`src/rtl/simplerisc_pkg.sv`:
```
// Definitions shared across the SimpleRISC core: datapath width, opcode
// encodings and the canonical NOP word emitted by an empty fetch front end.
package simplerisc_pkg;

  localparam int unsigned XLEN = 32;

  localparam logic [4:0] OP_ADD  = 5'b00000;
  localparam logic [4:0] OP_SUB  = 5'b00001;
  localparam logic [4:0] OP_MUL  = 5'b00010;
  localparam logic [4:0] OP_DIV  = 5'b00011;
  localparam logic [4:0] OP_MOD  = 5'b00100;
  localparam logic [4:0] OP_CMP  = 5'b00101;
  localparam logic [4:0] OP_AND  = 5'b00110;
  localparam logic [4:0] OP_OR   = 5'b00111;
  localparam logic [4:0] OP_NOT  = 5'b01000;
  localparam logic [4:0] OP_MOV  = 5'b01001;
  localparam logic [4:0] OP_LSL  = 5'b01010;
  localparam logic [4:0] OP_LSR  = 5'b01011;
  localparam logic [4:0] OP_ASR  = 5'b01100;
  localparam logic [4:0] OP_NOP  = 5'b01101;
  localparam logic [4:0] OP_LD   = 5'b01110;
  localparam logic [4:0] OP_ST   = 5'b01111;
  localparam logic [4:0] OP_BEQ  = 5'b10000;
  localparam logic [4:0] OP_BGT  = 5'b10001;
  localparam logic [4:0] OP_B    = 5'b10010;
  localparam logic [4:0] OP_CALL = 5'b10011;
  localparam logic [4:0] OP_RET  = 5'b10100;

  localparam logic [31:0] NOP_INST = {OP_NOP, 27'b0};

  function automatic logic [4:0] opcode_of(input logic [31:0] word);
    return word[31:27];
  endfunction

endpackage

```
`src/rtl/fetch_queue_if.sv`:
```
// Instruction-memory read port between the fetch front end (master) and the
// synchronous instruction memory (slave).
interface fetch_queue_if #(
  parameter int unsigned XLEN   = 32,
  parameter int unsigned ADDR_W = 7
);
  logic              IMclka;
  logic              IMena;
  logic [ADDR_W-1:0] IMaddra;
  logic [XLEN-1:0]   IMdouta;

  modport master (output IMclka, output IMena, output IMaddra, input IMdouta);
  modport slave  (input IMclka, input IMena, input IMaddra, output IMdouta);
endinterface

```
`src/rtl/fetch_fifo.sv`:
```
// Prefetch buffer: DEPTH-entry synchronous FIFO with wrap-around pointers and
// a single-cycle flush that empties it regardless of push/pop.
module fetch_fifo #(
  parameter int unsigned WIDTH = 64,
  parameter int unsigned DEPTH = 4,
  localparam int unsigned CW   = $clog2(DEPTH) + 1,
  localparam int unsigned PW   = $clog2(DEPTH)
) (
  input  logic             clk,
  input  logic             rst,
  input  logic             push,
  input  logic             pop,
  input  logic             flush,
  input  logic [WIDTH-1:0] din,
  output logic [WIDTH-1:0] dout,
  output logic [CW-1:0]    count,
  output logic             empty
);

  localparam logic [CW-1:0] FULL = CW'(DEPTH);

  logic [WIDTH-1:0] mem [DEPTH];
  logic [PW-1:0]    wr_ptr;
  logic [PW-1:0]    rd_ptr;
  logic             push_ok;
  logic             pop_ok;

  assign empty   = (count == '0);
  assign push_ok = push & ~flush;
  assign pop_ok  = pop & ~flush & ~empty;
  assign dout    = mem[rd_ptr];

  always_ff @(posedge clk or posedge rst) begin
    if (rst) begin
      wr_ptr <= '0;
      rd_ptr <= '0;
      count  <= '0;
    end else if (flush) begin
      wr_ptr <= '0;
      rd_ptr <= '0;
      count  <= '0;
    end else begin
      if (push_ok) wr_ptr <= wr_ptr + PW'(1);
      if (pop_ok)  rd_ptr <= rd_ptr + PW'(1);
      count <= count + CW'(push_ok) - CW'(pop_ok);
    end
  end

  // Storage carries no reset; entries are only observed once count covers them.
  always_ff @(posedge clk) begin
    if (push_ok) mem[wr_ptr] <= din;
  end

  a_no_overflow: assert property (@(posedge clk) disable iff (rst)
    !(push_ok && !pop_ok && count == FULL));

endmodule

```
`src/rtl/fetch_queue.sv`:
```
// Instruction-fetch front end: issues one IM read per cycle while buffer space
// exists, tags reads with their PC and buffers returned words for the IF/OF stage.
module fetch_queue
  import simplerisc_pkg::*;
#(
  parameter int unsigned XLEN       = simplerisc_pkg::XLEN,
  parameter int unsigned ADDR_W     = 7,
  parameter int unsigned DEPTH      = 4,
  parameter int unsigned IM_LATENCY = 1,
  parameter logic [XLEN-1:0] RESET_PC = '0,
  localparam int unsigned CW        = $clog2(DEPTH) + 1
) (
  input  logic             clk,
  input  logic             rst,
  fetch_queue_if.master    im,
  input  logic             stall,
  input  logic             isBranchTaken,
  input  logic [XLEN-1:0]  branchPC,
  output logic [XLEN-1:0]  inst,
  output logic [XLEN-1:0]  pc,
  output logic             inst_valid,
  output logic [CW-1:0]    occupancy
);

  logic [XLEN-1:0]       fetch_pc;
  logic [IM_LATENCY-1:0] line_valid;
  logic [XLEN-1:0]       line_pc [IM_LATENCY];
  logic [CW:0]           inflight;
  logic [CW:0]           demand;
  logic                  issue;
  logic                  pop;
  logic                  push;
  logic [CW-1:0]         count;
  logic                  empty;
  logic [2*XLEN-1:0]     head;

  assign pop = ~empty & ~stall & ~isBranchTaken;

  always_comb begin
    inflight = '0;
    for (int unsigned i = 0; i < IM_LATENCY; i++)
      inflight = inflight + (CW+1)'(line_valid[i]);
  end

  // Reserve a FIFO slot for every outstanding read so returning data always fits.
  assign demand = {1'b0, count} + inflight - (CW+1)'(pop);
  assign issue  = ~rst & ~isBranchTaken & (demand < (CW+1)'(DEPTH));

  assign im.IMclka  = clk;
  assign im.IMena   = issue;
  assign im.IMaddra = fetch_pc[ADDR_W+1:2];

  always_ff @(posedge clk or posedge rst) begin
    if (rst) begin
      fetch_pc   <= RESET_PC;
      line_valid <= '0;
      for (int unsigned i = 0; i < IM_LATENCY; i++) line_pc[i] <= '0;
    end else if (isBranchTaken) begin
      fetch_pc   <= branchPC;
      line_valid <= '0;
    end else begin
      if (issue) fetch_pc <= fetch_pc + XLEN'(4);
      line_valid[0] <= issue;
      line_pc[0]    <= fetch_pc;
      for (int unsigned i = 1; i < IM_LATENCY; i++) begin
        line_valid[i] <= line_valid[i-1];
        line_pc[i]    <= line_pc[i-1];
      end
    end
  end

  assign push = line_valid[IM_LATENCY-1] & ~isBranchTaken;

  fetch_fifo #(
    .WIDTH (2*XLEN),
    .DEPTH (DEPTH)
  ) u_fifo (
    .clk   (clk),
    .rst   (rst),
    .push  (push),
    .pop   (pop),
    .flush (isBranchTaken),
    .din   ({im.IMdouta, line_pc[IM_LATENCY-1]}),
    .dout  (head),
    .count (count),
    .empty (empty)
  );

  assign inst_valid = ~empty;
  assign inst       = empty ? XLEN'(NOP_INST) : head[2*XLEN-1:XLEN];
  assign pc         = empty ? '0 : head[XLEN-1:0];
  assign occupancy  = count;

endmodule

```
`src/flat_wrapper.sv`:
```
// flat-port wrapper written by rule: the top's interface ports become plain ports
module fetch_queue_flat import simplerisc_pkg::*;
#(
  parameter int unsigned XLEN       = simplerisc_pkg::XLEN,
  parameter int unsigned ADDR_W     = 7,
  parameter int unsigned DEPTH      = 4,
  parameter int unsigned IM_LATENCY = 1,
  parameter logic [XLEN-1:0] RESET_PC = '0,
  localparam int unsigned CW        = $clog2(DEPTH) + 1
)
  (clk, rst, stall, isBranchTaken, branchPC, inst, pc, inst_valid, occupancy, im_IMclka, im_IMena, im_IMaddra, im_IMdouta);
  fetch_queue_if #(.XLEN(XLEN), .ADDR_W(ADDR_W)) im_i ();
  input  logic clk;
  input  logic rst;
  input  logic stall;
  input  logic isBranchTaken;
  input  logic [XLEN-1:0] branchPC;
  output logic [XLEN-1:0] inst;
  output logic [XLEN-1:0] pc;
  output logic inst_valid;
  output logic [CW-1:0] occupancy;
  output wire logic [$bits(im_i.IMclka)-1:0] im_IMclka;
  output wire logic [$bits(im_i.IMena)-1:0] im_IMena;
  output wire logic [$bits(im_i.IMaddra)-1:0] im_IMaddra;
  input wire logic [$bits(im_i.IMdouta)-1:0] im_IMdouta;
  assign im_IMclka = im_i.IMclka;
  assign im_IMena = im_i.IMena;
  assign im_IMaddra = im_i.IMaddra;
  assign im_i.IMdouta = im_IMdouta;
  fetch_queue #(.XLEN(XLEN), .ADDR_W(ADDR_W), .DEPTH(DEPTH), .IM_LATENCY(IM_LATENCY), .RESET_PC(RESET_PC)) u_core (.clk(clk), .rst(rst), .im(im_i), .stall(stall), .isBranchTaken(isBranchTaken), .branchPC(branchPC), .inst(inst), .pc(pc), .inst_valid(inst_valid), .occupancy(occupancy));
endmodule
```
`config.mk`:
```
export PLATFORM = sky130hd
export DESIGN_NAME = fetch_queue_flat
export DESIGN_NICKNAME = d
export VERILOG_FILES = /design/src/rtl/simplerisc_pkg.sv /design/src/rtl/fetch_queue_if.sv /design/src/rtl/fetch_fifo.sv /design/src/rtl/fetch_queue.sv /design/src/flat_wrapper.sv
export SDC_FILE = /design/constraint.sdc
export NUM_CORES = 1
export LEC_CHECK = 0
export BUFFER_PORTS_ARGS = -buffer_cell sky130_fd_sc_hd__buf_2
export CORE_MARGIN = 10
export CORE_UTILIZATION = 58
export DETAILED_ROUTE_END_ITERATION = 7
export PLACE_DENSITY = 0.89
export SETUP_SLACK_MARGIN = 0.02
export SLEW_MARGIN = 20
export SYNTH_ARGS = -nofsm -noshare
export SYNTH_HDL_FRONTEND = slang
export SYNTH_SLANG_ARGS = --single-unit
```
`constraint.sdc`:
```
create_clock -name clk -period 3.8 [get_ports clk]
set_input_delay 0.19 -clock clk [delete_from_list [all_inputs] [get_ports clk]]
set_output_delay 0.19 -clock clk [all_outputs]
set_load 0.02 [all_outputs]
```
==> run metrics, run 1 <==
post-synthesis cell count=778; PD cells=617 nW/µm²; synthesized net count=857; RSZ-0062 raised after global routing=false; PortBufs=144; Die ar.=29,600 µm²; Warnings, synthesis=0; R2R Path Start=u_core.u_fifo.count[1]; syn avg cell area=17.2 µm²; max incr delay on CP=0.72 ns; synthesized flop and latch total=328; sequential cell area=9490 µm²; die height=172 µm; slowest CP cell=or4b_4; Slew Viols, Final=0; critical path capture point type=primary output; hold worst-path end=u_core.u_fifo.mem[1][32]; routability cong.=0.842; pin count of the biggest net entering global routing=98; Synth cell types=51; Post-CTS Resized=0; area of the multi-input gates=3640 µm²; critical path fanouts, max=24; Setup Skew=0.0100 ns; Post-Synth XOR/XNOR Area=0.0183; clk slew on worst S/H paths=0.06 ns; first-pass GRT wire length=43.8 mm; max_cap viols=0; vias post-DR=7,468; f_max=0.284 GHz; Compound-Gate Fraction of Synth Area=0.0350; vias per cell=5.76; number of placement rows=55; Core Footprint=22,700 µm²; antenna fix cells=0; FF-to-FF End=u_core.fetch_pc[25]; postcts setup bufs=0; initial drt markers=579; CTS tree=yes; critical path arrival=3.33 ns; min cycle time layout=3.52 ns; wire length per cell=21.6 µm; Synth Flop Type=edfxtp_1; CP Data Required Time=3.61 ns; Crit path max-delay family=simple AND/OR/NAND/NOR gates; fraction of the mapped netlist area in adder cells=0.0108; Post-DRT Antenna Nets=0; number of synthesized flops with an enable pin=256; HP Start=im_IMdouta[0]; Clk Latency, worst-skew pair=0.66 ns; Setup Viol. Count Final=0; Rel. slew slack=0.324; crit-path cells=nor3_1 > nor3_1 > ha_1 > inv_1 > ha_1 > and3b_1 > or4b_4 > a21oi_1 > buf_2; mux contribution to synthesized area=0.128; CP Launch Type=flop; All-Layer GR Usage=0.191; Area Overhead vs Synth=19.8%; HPWL after DPL=16.4 mm; register area share after synthesis=0.707; CP Class=flop to primary output; Fillers=1,366; status=finished clean; share of cells above drive strength 1=0.303; initial antenna violation count=0; final routed DRC violation total=0; main combinational cell family by area after synthesis=multiplexers; layout net count=1,067; CP Buf/Inv Count=2; Pre-antenna DRT Iters=5; Final TNS setup=0 ns; final period utilization=0.926; global route overflow=0; Hold/Removal Path Class=input port to flop; Final Power=9.92 mW; Async S/R FF share, synth=0.220; Initial Util=0.591; post-synthesis cell area=13,400 µm²; WP depth=9; final WL=28.0 mm; maximum vdd drop=0.000376 V; Leakage=5.85 nW; R2R cell count=10; Hold Vio Cnt, Final=0; I/O Pins=145; Die Wd=172 µm; Tightest Pin Transition=1.01 ns; Synth Area in Simple Gates=0.0776; WHS Path Cells=2; FF-to-FF setup slack=0.50 ns; vias in the first global route=7,932
==> report_power, final <==
part	switching [mW]	internal, mW
clock	1.28	1.75
sequential	0.258	4.15
combinational	1.41	1.07
total	2.95	6.97
==> layout make-up <==
type                       count  area share
sequential                   328       0.590
clock buffer                  49      0.0577
clock inverter                12     0.00529
inverter                      18     0.00420
timing repair buffer         222      0.0940
multi-input combinational    383       0.226
tap                          285      0.0222
==> registers in the layout, indices dropped and copies added (netlist names) <==
name                  cells
u_core.u_fifo.wr_ptr      2
u_core.fetch_pc          32
u_core.line_pc           32
u_core.u_fifo.rd_ptr      2
u_core.u_fifo.mem       256
u_core.line_valid         1
u_core.u_fifo.count       3
==> cells by family after synthesis <==
logic type / after synthesis
AOI/OAI and AO/OA: 61
adders and majority gates: 11
buffers and inverters: 67
muxes: 89
DFF: 328
and+or+nand+nor: 194
xor gates and xnor gates: 28
==> layout by cell type, fill, tap and decap left out, types with 3 or more instances in the layout <==
cell,instances
buf_2,143
and3_1,5
nand2_1,55
nor2_1,16
a211oi_1,4
inv_1,17
mux2_2,23
clkbuf_16,34
nand3_1,14
clkbuf_1,12
o21ai_1,4
edfxtp_1,256
a2111oi_2,3
a211oi_2,3
nor2b_1,3
mux4_2,64
nand2b_1,6
nor3_1,7
o21ai_0,20
ha_1,10
clkinv_1,4
and2_1,62
a21oi_1,10
and4_1,8
or2_2,3
xor2_1,6
xnor2_1,22
buf_4,8
dfrtp_1,70
clkinv_2,5
and2_4,4
nand4_1,7
dlygate4sd3_1,70
==> worst max path at each step <==
stage | start | to | slack (ns)
after CTS | u_core.u_fifo.count[1] | im_IMena | 0.29
after global placement | u_core.u_fifo.count[1] | u_core.fetch_pc[25] | 0.72
after global routing | u_core.u_fifo.count[1] | im_IMena | 0.17
after floorplan | rst | u_core.fetch_pc[12] | 0.29
after detailed placement | u_core.u_fifo.count[1] | u_core.fetch_pc[25] | 0.57
final | u_core.u_fifo.count[1] | im_IMena | 0.28
==> Yosys cell counts, types with 8 or more instances <==
master / number / share of area
mux2_2: 23 / 0.019
mux4_2: 64 / 0.11
ha_1: 10 / 0.0093
and4_1: 8 / 0.0052
nand2_1: 55 / 0.015
buf_1: 8 / 0.0022
and2_1: 66 / 0.031
clkbuf_1: 25 / 0.0070
buf_4: 10 / 0.0056
inv_1: 18 / 0.0050
xnor2_1: 22 / 0.014
a21oi_1: 10 / 0.0037
edfxtp_1: 256 / 0.57
nor2_1: 16 / 0.0045
dfrtp_1: 72 / 0.13
nand3_1: 14 / 0.0052
o21ai_0: 20 / 0.0075
==> worst register-to-register path: cells and delay by family (launching register included) <==
kind,cells,cell delay (ns)
adder cells (fa/ha/maj),2,0.40
AND/OR/NAND/NOR,4,1.34
buffers and inverters,1,0.05
AO/OA/AOI/OAI,3,0.95
flip-flops,1,0.44
==> per-layer routing <==
metal	track usage	vias up	part of all wire
met2	0.315	255	0.50
met1	0.255	3790	0.42
met5	0	-	0
li1	-	3390	-
met4	0.0547	0	0.014
met3	0.0397	33	0.067
==> stage by stage <==
step,instance area [µm²],setup WS (ns),util,std cells,hold WS (ns)
6_report,16100,0.282,0.708,1297,0.278
5_1_grt,16100,0.174,0.708,1297,0.280
4_1_cts,16100,0.292,0.708,1297,0.253
3_5_place_dp,14400,0.570,0.633,1167,0.324
3_3_place_gp,14400,0.715,0.633,1167,0.324
2_1_floorplan,13400,0.291,-,778,0.289
==> repair_timing <==
item,in CTS,in global routing
hold buffers,70,0
endpoints found under the hold margin,244,0
setup endpoints to repair,0,0
Power figures use the tool's default switching activity.
==> run 2: changes to the inputs <==
--- a/config.mk
+++ b/config.mk
@@ -6,6 +6,7 @@
 export NUM_CORES = 1
 export LEC_CHECK = 0
 export BUFFER_PORTS_ARGS = -buffer_cell sky130_fd_sc_hd__buf_2
+export CORE_ASPECT_RATIO = 0.9
 export CORE_MARGIN = 10
 export CORE_UTILIZATION = 58
 export DETAILED_ROUTE_END_ITERATION = 7
==> run metrics, run 2 (synthesized netlist as in run 1, its figures left out) <==
status=finished clean; max incr delay on CP=0.73 ns (about the same); clk slew on worst S/H paths=0.06 ns (about the same); CTS tree=yes; Rel. slew slack=0.336 (+0.0126); Slew Viols, Final=0 (unchanged); crit-path cells=nor3_1 > nor3_1 > ha_1 > inv_1 > ha_1 > and3b_1 > or4b_4 > a21oi_1 > buf_2; WHS Path Cells=3 (+1); die height=164 µm (-4.5%); Initial Util=0.593 (+0.00176); commonest non-fill, non-tap cell in the layout=edfxtp_1; first-pass GRT wire length=44.7 mm (+1.9%); M3 GR Usage=0.0524 (+0.0127); Pre-antenna DRT Iters=5 (unchanged); maximum vdd drop=0.000430 V (+14%); CP Buf/Inv Count=2 (unchanged); Tightest Pin Transition=0.996 ns (-0.0189 ns); met1 usage=0.248 (-0.00704); Post-CTS Resized=0 (unchanged); share of cells above drive strength 1=0.310 (+0.00699); Setup Viol. Count Final=0 (unchanged); WP depth=9 (unchanged); RSZ-0062 raised after global routing=false; R2R cell count=10 (unchanged); number of placement rows=52 (-5.5%); critical path fanouts, max=24 (unchanged); PortBufs=144 (unchanged); f_max=0.297 GHz (+4.3%); I/O Pins=145 (unchanged); initial antenna violation count=0 (unchanged); slowest CP cell=or4b_4; critical path capture point type=primary output; max reg flops=256 (unchanged); gr busiest metal=met2; vias post-DR=7,490 (+0.29%); layout net count=1,068 (+0.094%); max_cap viols=0 (unchanged); cts hold-fix bufs=66 (-5.7%); routability cong.=0.828 (-1.7%); Area Overhead vs Synth=20.7%; Die Wd=180 µm (+4.8%); PD cells=630 nW/µm² (+2.2%); postcts setup bufs=0 (unchanged); vias in the first global route=8,060 (+1.6%); Final Power=10.2 mW (+2.9%); critical path arrival=3.18 ns (-0.15 ns); Post-DRT Antenna Nets=0 (unchanged); Die ar.=29,600 µm² (about the same); min cycle time layout=3.37 ns (-0.146 ns); biggest regs=u_core.u_fifo.mem (256), u_core.fetch_pc (32), u_core.line_pc (32); Hold Vio Cnt, Final=0 (unchanged); Core Footprint=22,600 µm² (-0.30%); HPWL after DPL=16.8 mm (+2.4%); All-Layer GR Usage=0.191 (-0.000385); final routed DRC violation total=0 (unchanged); initial drt markers=575 (-0.69%); CP Class=flop to primary output; CP Launch Type=flop; Hold/Removal Path Class=input port to flop; Crit path max-delay family=simple AND/OR/NAND/NOR gates; global route overflow=0 (unchanged); final WL=28.3 mm (+1.1%); most frequent cells in the layout=edfxtp_1, buf_2, dfrtp_1, dlygate4sd3_1, mux4_2; GR Util met2=0.311 (-0.00355); antenna fix cells=0 (unchanged); CP Data Required Time=3.61 ns (about the same); pin count of the biggest net entering global routing=81 (-17%); Setup Skew=0.00960 ns (-0.000414 ns); final period utilization=0.887 (-0.0385); wire length per cell=21.6 µm (-0.10%); Clk Latency, worst-skew pair=0.61 ns (-0.05 ns); Leakage=5.91 nW (+1.1%); vias per cell=5.71 (-0.85%); Final TNS setup=0 ns (unchanged); Biggest register=u_core.u_fifo.mem
==> run 2: report_power, final <==
part | leakage [nW] | switching (mW) | internal [mW]
registers | 3.20 | 0.256 | 4.15
logic | 2.14 | 1.40 | 1.06
clock network | 0.572 | 1.30 | 2.04
total | 5.91 | 2.96 | 7.25
==> run 2: worst register-to-register path: stages, from the launching register on <==
cell      delay, ns
dfrtp_1        0.43
nor3_1         0.30
nor3_1         0.09
ha_1           0.18
inv_1          0.05
ha_1           0.22
and3b_1        0.19
or4b_4         0.73
a211oi_4       0.49
a41oi_1        0.17
a221o_1        0.28
==> run 2: metal layers <==
| metal | share of wire | routed length, µm | vias up |
|---|---|---|---|
| li1 | - | - | 3387 |
| met1 | 0.42 | 12000 | 3777 |
| met2 | 0.49 | 13800 | 276 |
| met3 | 0.071 | 2000 | 50 |
| met4 | 0.020 | 568 | 0 |
| met5 | 0 | 0 | - |
==> run 2: path summary, 6_finish.rpt <==
kind                                        start                       to  slack [ns]
setup / recovery           u_core.u_fifo.count[1]                 im_IMena        0.43
hold / removal                      isBranchTaken   u_core.u_fifo.count[2]        0.15
setup reg to reg           u_core.u_fifo.count[1]      u_core.fetch_pc[25]        0.56
hold reg to reg                u_core.fetch_pc[0]       u_core.fetch_pc[0]        0.49
max in group asynchronous                     rst  u_core.u_fifo.rd_ptr[0]        2.64
min in group asynchronous                     rst        u_core.line_pc[8]        0.51
==> run 2: stage by stage <==
stage | area [µm²] | setup WS, ns | utilization | hold slack [ns] | std cells
2_1_floorplan | 13400 | 0.291 | - | 0.289 | 778
3_3_place_gp | 14400 | 0.701 | 0.635 | 0.324 | 1181
3_5_place_dp | 14400 | 0.556 | 0.635 | 0.324 | 1181
4_1_cts | 16200 | 0.399 | 0.715 | 0.130 | 1312
5_1_grt | 16200 | 0.213 | 0.715 | 0.178 | 1312
6_report | 16200 | 0.428 | 0.715 | 0.150 | 1312
==> run 2: layout make-up <==
type                    instances  area [µm²]
flip-flops and latches        328        9490
fillers                      1421        6440
multi-input cells             383        3640
repair buffers                220        1460
clock buffers                  53        1080
well taps                     297         372
clock inverters                13        85.1
inverters                      18        67.6
==> run 3: changes to the inputs <==
--- a/config.mk
+++ b/config.mk
@@ -5,14 +5,15 @@
 export SDC_FILE = /design/constraint.sdc
 export NUM_CORES = 1
 export LEC_CHECK = 0
+export ABC_AREA = 1
 export BUFFER_PORTS_ARGS = -buffer_cell sky130_fd_sc_hd__buf_2
 export CORE_ASPECT_RATIO = 0.9
 export CORE_MARGIN = 10
-export CORE_UTILIZATION = 58
+export CORE_UTILIZATION = 59
 export DETAILED_ROUTE_END_ITERATION = 7
-export PLACE_DENSITY = 0.89
+export PLACE_DENSITY = 0.81
 export SETUP_SLACK_MARGIN = 0.02
-export SLEW_MARGIN = 20
+export SLEW_MARGIN = 10
 export SYNTH_ARGS = -nofsm -noshare
 export SYNTH_HDL_FRONTEND = slang
 export SYNTH_SLANG_ARGS = --single-unit
==> run metrics, run 3 <==
number of synthesized flops with an enable pin=256 (unchanged); Final TNS setup=0 ns (unchanged); final WL=33.3 mm (+18%); critical path fanouts, max=74 (+210%); global route overflow=0 (unchanged); pin count of the biggest net entering global routing=105 (+30%); Post-DRT Antenna Nets=0 (unchanged); number of placement rows=53 (+1.9%); synthesized net count=1,383 (+61%); CTS tree=yes; PortBufs=144 (unchanged); Post-CTS Resized=0 (unchanged); dominant cell type by area after synthesis=edfxtp_1; Slew Viols, Final=0 (unchanged); initial drt markers=1,018 (+77%); post-synthesis cell area=13,900 µm² (+3.5%); critical path capture point type=primary output; Die Wd=182 µm (+0.76%); HPWL after DPL=19.4 mm (+16%); antenna fix cells=0 (unchanged); syn avg cell area=10.6 µm² (-38%); CP Data Required Time=3.61 ns (about the same); Synth Flop Type=edfxtp_1; vias post-DR=10,200 (+36%); count leader, synth=nor2_1; initial antenna violation count=0 (unchanged); Setup WS post-layout=0.532 ns (+0.104 ns); Critical Path End=pc[7]; most frequent cells in the layout=nor2_1, edfxtp_1, nand2_1, buf_2, o21ai_0; first-pass GRT wire length=52.8 mm (+18%); wire length per cell=18.3 µm (-15%); Area after DPL=14,800 µm² (+3.2%); final routed DRC violation total=0 (unchanged); dpl cells=1,689 (+43%); CP Launch Type=flop; worst hold slack=0.220 ns (+0.0695 ns); PD cells=690 nW/µm² (+9.5%); Leakage=6.65 nW (+12%); CP Class=flop to primary output; post-synthesis cell count=1,304 (+68%); status=finished clean; Tightest Pin Transition=0.851 ns (-0.145 ns); critical path arrival=3.08 ns (-0.10 ns); vias in the first global route=10,100 (+25%); Fillers=1,538 (+8.2%); postcts setup bufs=0 (unchanged); main area contributors after synthesis=edfxtp_1, dfrtp_1, nor2_1; Hold/Removal Path Class=input port to async pin; routability cong.=0.910 (+9.9%); min cycle time layout=3.27 ns (-0.104 ns); All-Layer GR Usage=0.219 (+0.0281); layout net count=1,574 (+47%); synthesized flop and latch total=328 (unchanged); Final Instance Area=16,700 µm² (+3.1%); Die ar.=30,100 µm² (+1.5%); Rel. slew slack=0.431 (+0.0950); Initial Util=0.597 (+0.00384); Hold Vio Cnt, Final=0 (unchanged); vias per cell=5.59 (-2.2%); Biggest register=u_core.u_fifo.mem; clk slew on worst S/H paths=0.06 ns (about the same); commonest cells in the netlist=nor2_1, edfxtp_1, nand2_1, o21ai_0, dfrtp_1; Warnings, synthesis=0 (unchanged); Pre-antenna DRT Iters=7 (+2); Core Footprint=23,300 µm² (+2.8%); Setup Viol. Count Final=0 (unchanged); Setup Skew=0.0156 ns (+0.00601 ns); Synth cell types=31 (-39%); R2R Path Start=u_core.u_fifo.count[1]; register area share after synthesis=0.683 (-0.0237); commonest non-fill, non-tap cell in the layout=nor2_1; Synth top area share=0.554 (-0.0192); FF-to-FF setup slack=1.13 ns (+0.57 ns); I/O Pins=145 (unchanged); share of cells above drive strength 1=0.160 (-0.150); fin cells=1,823 (+39%); Final Power=11.5 mW (+13%); max_cap viols=0 (unchanged); post-layout util=0.717 (+0.00190); die height=166 µm (+0.75%); RSZ-0062 raised after global routing=false; Area Overhead vs Synth=20.2%; Worst Setup SP=u_core.u_fifo.rd_ptr[0]; FF-to-FF End=u_core.fetch_pc[2]; maximum vdd drop=0.000550 V (+28%); Clk Latency, worst-skew pair=0.63 ns (+0.02 ns); max reg flops=256 (unchanged); pre-CTS WS=1.15 ns (+0.593 ns); f_max=0.306 GHz (+3.2%); Async S/R FF share, synth=0.220 (unchanged); biggest regs=u_core.u_fifo.mem (256), u_core.fetch_pc (32), u_core.line_pc (32); R2R cell count=15 (+5); final period utilization=0.860 (-0.0273)
==> run 3: changes by cell type after synthesis, sizes merged, moves of 49 or more <==
cell | previous run | this run
nor2 | 16 | 315
nand2 | 55 | 220
o21ai | 24 | 146
and2 | 66 | 0
mux4 | 64 | 0
a21oi | 10 | 67
nand3 | 14 | 63
==> run 3: kinds of logic (layout without fill, tap and decap cells) <==
| kind of cell | count (synthesis) | count (layout) | share of synthesized area |
|---|---|---|---|
| XOR/XNOR | 11 | 11 | 0.00694 |
| buffers and inverters | 123 | 340 | 0.0386 |
| flip-flops | 328 | 328 | 0.683 |
| AO/OA/AOI/OAI | 220 | 220 | 0.0808 |
| AND/OR/NAND/NOR | 611 | 611 | 0.180 |
| adder cells (fa/ha/maj) | 11 | 11 | 0.0105 |
==> run 3: repair_timing <==
action	4_1_cts	5_1_grt
endpoints found under the hold margin	194	0
hold buffers	69	0
setup endpoints to repair	0	0
==> run 3: per-layer routing <==
| layer | global-route usage | share of wire | up-vias |
|---|---|---|---|
| li1 | - | - | 4813 |
| met1 | 0.286 | 0.41 | 4849 |
| met2 | 0.355 | 0.48 | 467 |
| met3 | 0.0562 | 0.088 | 53 |
| met4 | 0.0702 | 0.018 | 0 |
| met5 | 0 | 0 | - |
==> run 3: how the worst min path moves through the flow <==
stage | to | start
floorplan | u_core.u_fifo.mem[0][32] | im_IMdouta[0]
global placement | u_core.u_fifo.count[1] | rst
detailed placement | im_IMclka | clk
CTS | u_core.fetch_pc[23] | rst
global route | u_core.line_pc[4] | rst
finish | u_core.line_pc[4] | rst
==> run 3: power breakdown <==
part           internal [mW]  total, mW  switching, mW
Combinational          0.980       3.30           2.32
Sequential              4.36       4.82          0.457
Clock                   2.04       3.41           1.37
==> run 3: critical path, stage by stage, from the launching register on <==
cell,delay (ns)
dfrtp_4,0.83
buf_4,0.74
nor2_1,0.12
nor2_1,0.13
o21ai_0,0.13
a21oi_1,0.27
buf_2,0.22
==> run 3: cell type report <==
cell class	instances	area [µm²]	share of cell area
Sequential cell	328	9490	0.569
Multi-Input combinational cell	853	3890	0.233
Timing Repair Buffer	225	1570	0.0938
Clock buffer	50	1030	0.0615
Tap cell	302	378	0.0226
Inverter	49	188	0.0112
Clock inverter	16	153	0.00914
